File: src/rtl/ps2_host_transmitter.sv
// PS/2 host-to-device command transmitter with open-drain clock/data enables.
// Define PS2_TX_RESEND_EN to retry a NACKed or timed-out byte up to two more times.
module ps2_host_transmitter #(
    parameter int INHIBIT_CYCLES = 10000,
    parameter int START_CYCLES   = 100,
    parameter int TIMEOUT_CYCLES = 2000000
) (
    input  logic       clk,
    input  logic       rst,
    input  logic       txValid,
    input  logic [7:0] txData,
    output logic       txReady,
    output logic       txDone,
    output logic       txError,
    output logic       busy,
    input  logic       ps2ClkIn,
    input  logic       ps2DataIn,
    output logic       ps2ClkOe,
    output logic       ps2DataOe
);

    localparam int MAX_A   = (INHIBIT_CYCLES > START_CYCLES) ? INHIBIT_CYCLES : START_CYCLES;
    localparam int MAX_CYC = (MAX_A > TIMEOUT_CYCLES) ? MAX_A : TIMEOUT_CYCLES;
    localparam int CNT_W   = $clog2(MAX_CYC + 1);

    typedef enum logic [2:0] {
        IDLE, INHIBIT, START, SEND, ACK, WAIT_IDLE, ERROR
    } state_t;

    state_t             state_reg, state_next;
    logic [CNT_W-1:0]   cnt_reg, cnt_next;
    logic [3:0]         edge_reg, edge_next;
    logic               data_oe_reg, data_oe_next;
    logic [7:0]         data_reg;
    logic               parity_reg;
    logic               clk_meta_reg, clk_sync_reg, clk_prev_reg;
    logic               data_meta_reg, data_sync_reg;
    logic               fall;
    logic               accept;
    logic               timeout;
`ifdef PS2_TX_RESEND_EN
    logic [1:0]         retry_reg, retry_next;
`endif

    always_ff @(posedge clk or posedge rst) begin
        if (rst) begin
            clk_meta_reg  <= 1'b1;
            clk_sync_reg  <= 1'b1;
            clk_prev_reg  <= 1'b1;
            data_meta_reg <= 1'b1;
            data_sync_reg <= 1'b1;
        end else begin
            clk_meta_reg  <= ps2ClkIn;
            clk_sync_reg  <= clk_meta_reg;
            clk_prev_reg  <= clk_sync_reg;
            data_meta_reg <= ps2DataIn;
            data_sync_reg <= data_meta_reg;
        end
    end

    assign fall    = clk_prev_reg & ~clk_sync_reg;
    assign accept  = txValid & (state_reg == IDLE);
    assign timeout = (cnt_reg == CNT_W'(TIMEOUT_CYCLES - 1));

    always_ff @(posedge clk or posedge rst) begin
        if (rst) begin
            state_reg   <= IDLE;
            cnt_reg     <= '0;
            edge_reg    <= '0;
            data_oe_reg <= 1'b0;
            data_reg    <= '0;
            parity_reg  <= 1'b0;
`ifdef PS2_TX_RESEND_EN
            retry_reg   <= '0;
`endif
        end else begin
            state_reg   <= state_next;
            cnt_reg     <= cnt_next;
            edge_reg    <= edge_next;
            data_oe_reg <= data_oe_next;
`ifdef PS2_TX_RESEND_EN
            retry_reg   <= retry_next;
`endif
            if (accept) begin
                data_reg   <= txData;
                parity_reg <= ~^txData;
            end
        end
    end

    always_comb begin
        state_next   = state_reg;
        cnt_next     = cnt_reg;
        edge_next    = edge_reg;
        data_oe_next = data_oe_reg;
        txDone       = 1'b0;
        txError      = 1'b0;
`ifdef PS2_TX_RESEND_EN
        retry_next   = retry_reg;
`endif
        case (state_reg)
            IDLE: begin
                cnt_next     = '0;
                edge_next    = '0;
                data_oe_next = 1'b0;
                if (accept) begin
                    state_next = INHIBIT;
`ifdef PS2_TX_RESEND_EN
                    retry_next = '0;
`endif
                end
            end
            INHIBIT: begin
                if (cnt_reg == CNT_W'(INHIBIT_CYCLES - 1)) begin
                    cnt_next   = '0;
                    state_next = START;
                end else begin
                    cnt_next = cnt_reg + CNT_W'(1);
                end
            end
            START: begin
                if (cnt_reg == CNT_W'(START_CYCLES - 1)) begin
                    // Start bit stays driven until the device's first falling edge.
                    cnt_next     = '0;
                    edge_next    = '0;
                    data_oe_next = 1'b1;
                    state_next   = SEND;
                end else begin
                    cnt_next = cnt_reg + CNT_W'(1);
                end
            end
            SEND: begin
                if (timeout) begin
                    state_next = ERROR;
                end else begin
                    cnt_next = cnt_reg + CNT_W'(1);
                    if (fall) begin
                        edge_next = edge_reg + 4'd1;
                        if (edge_reg < 4'd8) begin
                            data_oe_next = ~data_reg[edge_reg[2:0]];
                        end else if (edge_reg == 4'd8) begin
                            data_oe_next = ~parity_reg;
                        end else begin
                            data_oe_next = 1'b0;
                            state_next   = ACK;
                        end
                    end
                end
            end
            ACK: begin
                if (timeout) begin
                    state_next = ERROR;
                end else begin
                    cnt_next = cnt_reg + CNT_W'(1);
                    if (fall) begin
                        state_next = data_sync_reg ? ERROR : WAIT_IDLE;
                    end
                end
            end
            WAIT_IDLE: begin
                if (timeout) begin
                    state_next = ERROR;
                end else begin
                    cnt_next = cnt_reg + CNT_W'(1);
                    if (clk_sync_reg && data_sync_reg) begin
                        txDone     = 1'b1;
                        state_next = IDLE;
                    end
                end
            end
            ERROR: begin
                cnt_next     = '0;
                data_oe_next = 1'b0;
`ifdef PS2_TX_RESEND_EN
                if (retry_reg != 2'd2) begin
                    retry_next = retry_reg + 2'd1;
                    state_next = INHIBIT;
                end else begin
                    txError    = 1'b1;
                    state_next = IDLE;
                end
`else
                txError    = 1'b1;
                state_next = IDLE;
`endif
            end
            default: state_next = IDLE;
        endcase
    end

    // Line enables decode straight from state so reset and error release them at once.
    assign txReady   = (state_reg == IDLE);
    assign busy      = (state_reg != IDLE);
    assign ps2ClkOe  = (state_reg == INHIBIT) || (state_reg == START);
    assign ps2DataOe = (state_reg == START) || ((state_reg == SEND) && data_oe_reg);

endmodule
File: config.mk
export PLATFORM = sky130hd
export DESIGN_NAME = ps2_host_transmitter
export DESIGN_NICKNAME = d
export VERILOG_FILES = /design/src/rtl/ps2_host_transmitter.sv
export SDC_FILE = /design/constraint.sdc
export NUM_CORES = 1
export LEC_CHECK = 0
export CORE_UTILIZATION = 63
export CTS_CLUSTER_DIAMETER = 100
export DETAILED_ROUTE_END_ITERATION = 16
export PLACE_DENSITY = 0.85
export SYNTH_ARGS = -nofsm -noshare
export SYNTH_HDL_FRONTEND = slang
export SYNTH_SLANG_ARGS = --single-unit
export TNS_END_PERCENT = 1
File: constraint.sdc
create_clock -name clk -period 5.2 [get_ports clk]
set_input_delay 1.04 -clock clk [delete_from_list [all_inputs] [get_ports clk]]
set_output_delay 1.04 -clock clk [all_outputs]
set_load 0.1 [all_outputs]
# After elaboration in Yosys (flattened, before gate mapping)
# Cells that the tools add are included.
classes:
  addsub: 2
  mul: 0
  div: 0
  n_lt_le_gt_ge: 2
  n_eq_ne: 21
  shift: 0
  mux: 33
  bitwise_logic: 5
  n_reduce_logical: 16
ops:
  columns: ["cell", "n"]
  rows:
  - ["$pmux 21 s4", 1]
  - ["$mux 21", 3]
  - ["$mux 3", 11]
  - ["$add 21x1->21 const B", 1]
  - ["$eq 21x14->1 const B", 1]
  - ["$eq 21x21->1 const B", 1]
  - ["$eq 21x7->1 const B", 1]
  - ["$pmux 3 s6", 1]
  - ["$ne 3x3->1 const B", 5]
  - ["$mux 4", 3]
  - ["$pmux 4 s3", 1]
  - ["$mux 1", 10]
  - ["$ne 2x2->1 const B", 5]
  - ["$eq 3x3->1 const B", 3]
  - ["$reduce_bool 3->1", 3]
  - ["$reduce_and 4->1", 2]
  - ["$reduce_and 8->1", 1]
  - ["$reduce_xnor 8->1", 1]
  - ["$eq 3x2->1 const B", 2]
  - ["$add 4x1->4 const B", 1]
  - ["$eq 4x4->1 const B", 1]
  - ["$lt 3x4->1 const B", 1]
  - ["$lt 4x4->1 const B", 1]
  - ["$reduce_bool 4->1", 1]
  - ["13 further kinds", 18]
word_totals:
  ff_bits: 43
  latchBits: 0
  ramBits: 0
  mem_bits_ro: 0
  in_bits: 13
  output_inout_bits: 6
  elab_cells: 90
  memories: 0

# Longest topological paths before layout
depth:
  depth_word: 7
  depth_mapped: 8
  depth_no_buf: 8

# Worst setup path after synthesis
# Ideal clock, no wire load.
synth_timing:
  kind: "register to register"
  start: "register state_reg[1]"
  end: "register data_reg[0]"
  setup_ns: 0.125
  t_arrival_ns: 4.994
  required_time_ns: 5.075
  path_slack_ns: 0.081
  path_stages_with_launch: 6
  path_buffers: 1
  period_less_slack_ns: 5.119
  cell_sequence: "dfrtp_1 buf_2 nor3_1 inv_1 nor2_2 mux2_2"
synth_via:
  elab_chain_len: 2
synth_rtl:
  columns: ["element", "line_no", "rtl"]
  rows:
  - ["start, declared", "30", "state_t state_reg, state_next;"]
  - ["start signal, assigned", "77", "state_reg <= state_next;"]
  - ["$logic_not 3->1", null, null]
  - ["net txReady", "12", "output logic txReady,"]
  - ["$and 1x1->1", "62", "assign accept = txValid & (state_reg == IDLE);"]
  - ["end signal, assigned", "85", "data_reg <= txData;"]
  - ["end, declared", "34", "logic [7:0] data_reg;"]
# The timed path passes the listed nets, and every way through them passes these cells.
# A chain may end at the register's enable or synchronous reset.

# Worst setup path after layout
layout_timing:
  start: "register cnt_reg[0]"
  end: "output txDone"
layout_via:
  elab_chain_len: 3
layout_rtl:
  columns: ["element", "line_no", "rtl"]
  rows:
  - ["start, declared", "31", "logic [CNT_W-1:0] cnt_reg, cnt_next;"]
  - ["start signal, assigned", "78", "cnt_reg <= cnt_next;"]
  - ["$eq 21x21->1", "63", "assign timeout = (cnt_reg == CNT_W'(TIMEOUT_CYCLES - 1));"]
  - ["$mux 1", "161", "if (timeout) begin"]
  - ["$mux 1", "101", "case (state_reg)"]
  - ["end, declared", "13", "output logic txDone,"]
# Every way passes these cells.

==> results.txt <==
status -> complete, no violations
Pins Over Slew Limit -> 0
Horiz. Die Dim -> 65.2 um
yosys warns -> 0
clock slew at the register clock pins of the worst setup and hold paths -> 0.08 ns
Syn Area/Cell -> 10.3 sq um
Mapped Cells -> 245
area of the multi-input gates -> 1360 sq um
worst path cell trace -> ha_1, and3_1, and4_4, and2_1, nor3_1, clkdlybuf4s50_1
Starting Density -> 67.3%
GRT Total Usage -> 26.9%
Critical Path Fanout Max -> 5
final setup fails -> 0
Nets -> 280
root buffer cell -> clkbuf_8
critical path type -> register to primary output
most common cell after layout, fill and taps aside -> dfrtp_1
core area -> 3740 sq um
Async S/R FF share, synth -> 100%
DR WL/cell -> 16.6 um
area growth from synthesis to layout -> 13.7%
H-Tree Depth -> 2
final clock skew -> 0.00763 ns
Synth cell types -> 67
die area -> 4260 sq um
xor/xnor share of the synthesized area -> 8.34%
CP bufs+invs -> 1
number of port buffers -> 18
period utilisation layout -> 75.8%
Synth Area in Compound Gates -> 11.2%
Seq/Total Area, Yosys -> 42.9%
vias per std cell -> 6.20
Yosys reg bits -> 43
Max Cap Viol -> 0
CTS resizes -> 0
cell taking the most area after synthesis -> dfrtp_1
CTS tree -> built
first-pass GRT wire length -> 8670 um
dpl hpwl -> 3720 um
clk buf depth -> 2
syn_nets -> 261
total congestion overflow -> 0
Max Freq -> 0.254 GHz
Die Y -> 65.2 um
routed wire length -> 5210 um
max reg flops -> 21
Max IR drop VDD -> 0.000323 V
# DRC -> 0
arrival time worst endpoint -> 2.90 ns
largest net degree at the start of global routing -> 26
Vias -> 1941
Post-CTS Setup Repair Bufs -> 0
Hold WC Path Type -> register to register
EDFF count, synth -> 0
mux contribution to synthesized area -> 6.65%
RSZ-0062 raised after global routing -> false
Area contributors post-synth -> dfrtp_1, dfstp_2, xor2_1
register area -> 1080 sq um
worst path required time -> 4.16 ns
vias in the first global route -> 1819
Slew headroom -> 34.4%
Crit path largest cell delay -> 1.16 ns
hold_buf cts -> 0
initial antenna violation count -> 0
Util after Layout -> 76.5%
DR iter-0 viols -> 200
Pre-antenna DRT Iters -> 4
Post-Syn Area -> 2520 sq um
share of cells above drive strength 1 -> 17.7%
Final Hold Fails -> 0
Post-Synth Adder-Cell Area -> 1.49%
Crit. End Element -> primary output
Worst Setup Start Kind -> register
Fillers -> 260
io pins -> 19
std cell rows -> 22
clk sink count -> 43
later-pin clock latency in the skew report -> 0.29 ns
Pwr Density -> 488 nW/um^2
most frequent cells in the layout -> dfrtp_1, nor2_1, clkdlybuf4s50_1
post-synthesis simple-gate area fraction -> 26.3%
Worst Tran Pin Value -> 0.981 ns
DRT antenna net count -> 0
ys flop type -> dfrtp_1
Leakage -> 1.23 nW
ant diodes -> 0
largest family of logic cells by synthesized area -> simple AND/OR/NAND/NOR gates
number of CTS-inserted buffers -> 5
gpl congestion -> 0.908
top-area cell type share of the netlist area -> 37.7%
slowest CP cell -> clkdlybuf4s50_1
Total Neg Setup Slack -> 0 ns
minimum clock period after layout -> 3.94 ns
Largest delay share family, worst path -> buffers and inverters
-- cell families after synthesis --
kind of cell | after synthesis
AO/OA/AOI/OAI | 38
XOR/XNOR | 24
adder cells (fa/ha/maj) | 3
buffers and inverters | 18
flip-flops | 43
multiplexers | 13
AND/OR/NAND/NOR | 106
-- worst reg2reg max path, delay by kind of cell, from the launching register on --
family	cells	cell delay, ns
AOI/OAI and AO/OA	2	0.79
buffers and inverters	1	0.37
DFF	1	0.56
and+or+nand+nor	2	0.63
-- final cells by class --
type,instances,share of cell area (%)
clock buffer,6,2.53
timing repair buffer,19,6.55
tap,48,2.10
inverter,11,1.44
multi-input combinational,184,47.5
clock inverter,2,2.10
sequential,43,37.8
-- power by group --
group          leakage (nW)  internal (mW)  switching, mW
Clock                0.0654          0.192          0.113
Combinational         0.607          0.212          0.393
Sequential            0.554          0.403         0.0847
Total                  1.23          0.807          0.591
-- worst paths after layout --
kind	start	end	slack [ns]	cells after the start
max	cnt_reg[0]	txDone	1.26	6
min	data_meta_reg	data_sync_reg	0.36	0
max reg2reg	state_reg[2]	cnt_reg[9]	2.73	5
min reg2reg	data_meta_reg	data_sync_reg	0.36	0
max in group asynchronous	rst	data_sync_reg	3.21	3
min in group asynchronous	rst	cnt_reg[2]	1.15	2
-- metal layers --
layer	global-route usage (%)	wire length (um)	vias to the layer above
met5	0	0	-
met4	7.88	63	0
met3	5.90	297	9
met2	41.8	2470	60
met1	37.6	2380	939
li1	-	-	933
-- synthesized netlist by cell type, types with 3 or more instances --
cell	instances
dfrtp_1	38
nor2_1	27
xor2_1	14
nand3_1	13
mux2_2	10
xnor2_1	10
inv_1	9
nand2_1	9
nor3_1	9
o21ai_1	6
and3_1	5
dfstp_2	5
nand4_1	5
a21oi_1	4
and2_1	4
buf_2	4
o211ai_1	4
o21ai_0	4
a21o_1	3
a31oi_1	3
and3_2	3
ha_1	3
-- per-stage QoR --
stage	setup slack, ns	std cells	hold WS (ns)	area (sq um)	total power, mW
after floorplan	0.0814	245	0.345	2520	0.959
after global placement	1.56	305	0.346	2730	1.08
after detailed placement	1.54	305	0.347	2730	1.09
after CTS	1.26	313	0.359	2870	1.40
after global routing	1.17	313	0.369	2870	1.47
final	1.26	313	0.357	2870	1.40
No activity file was read; power rests on OpenSTA's default activity.
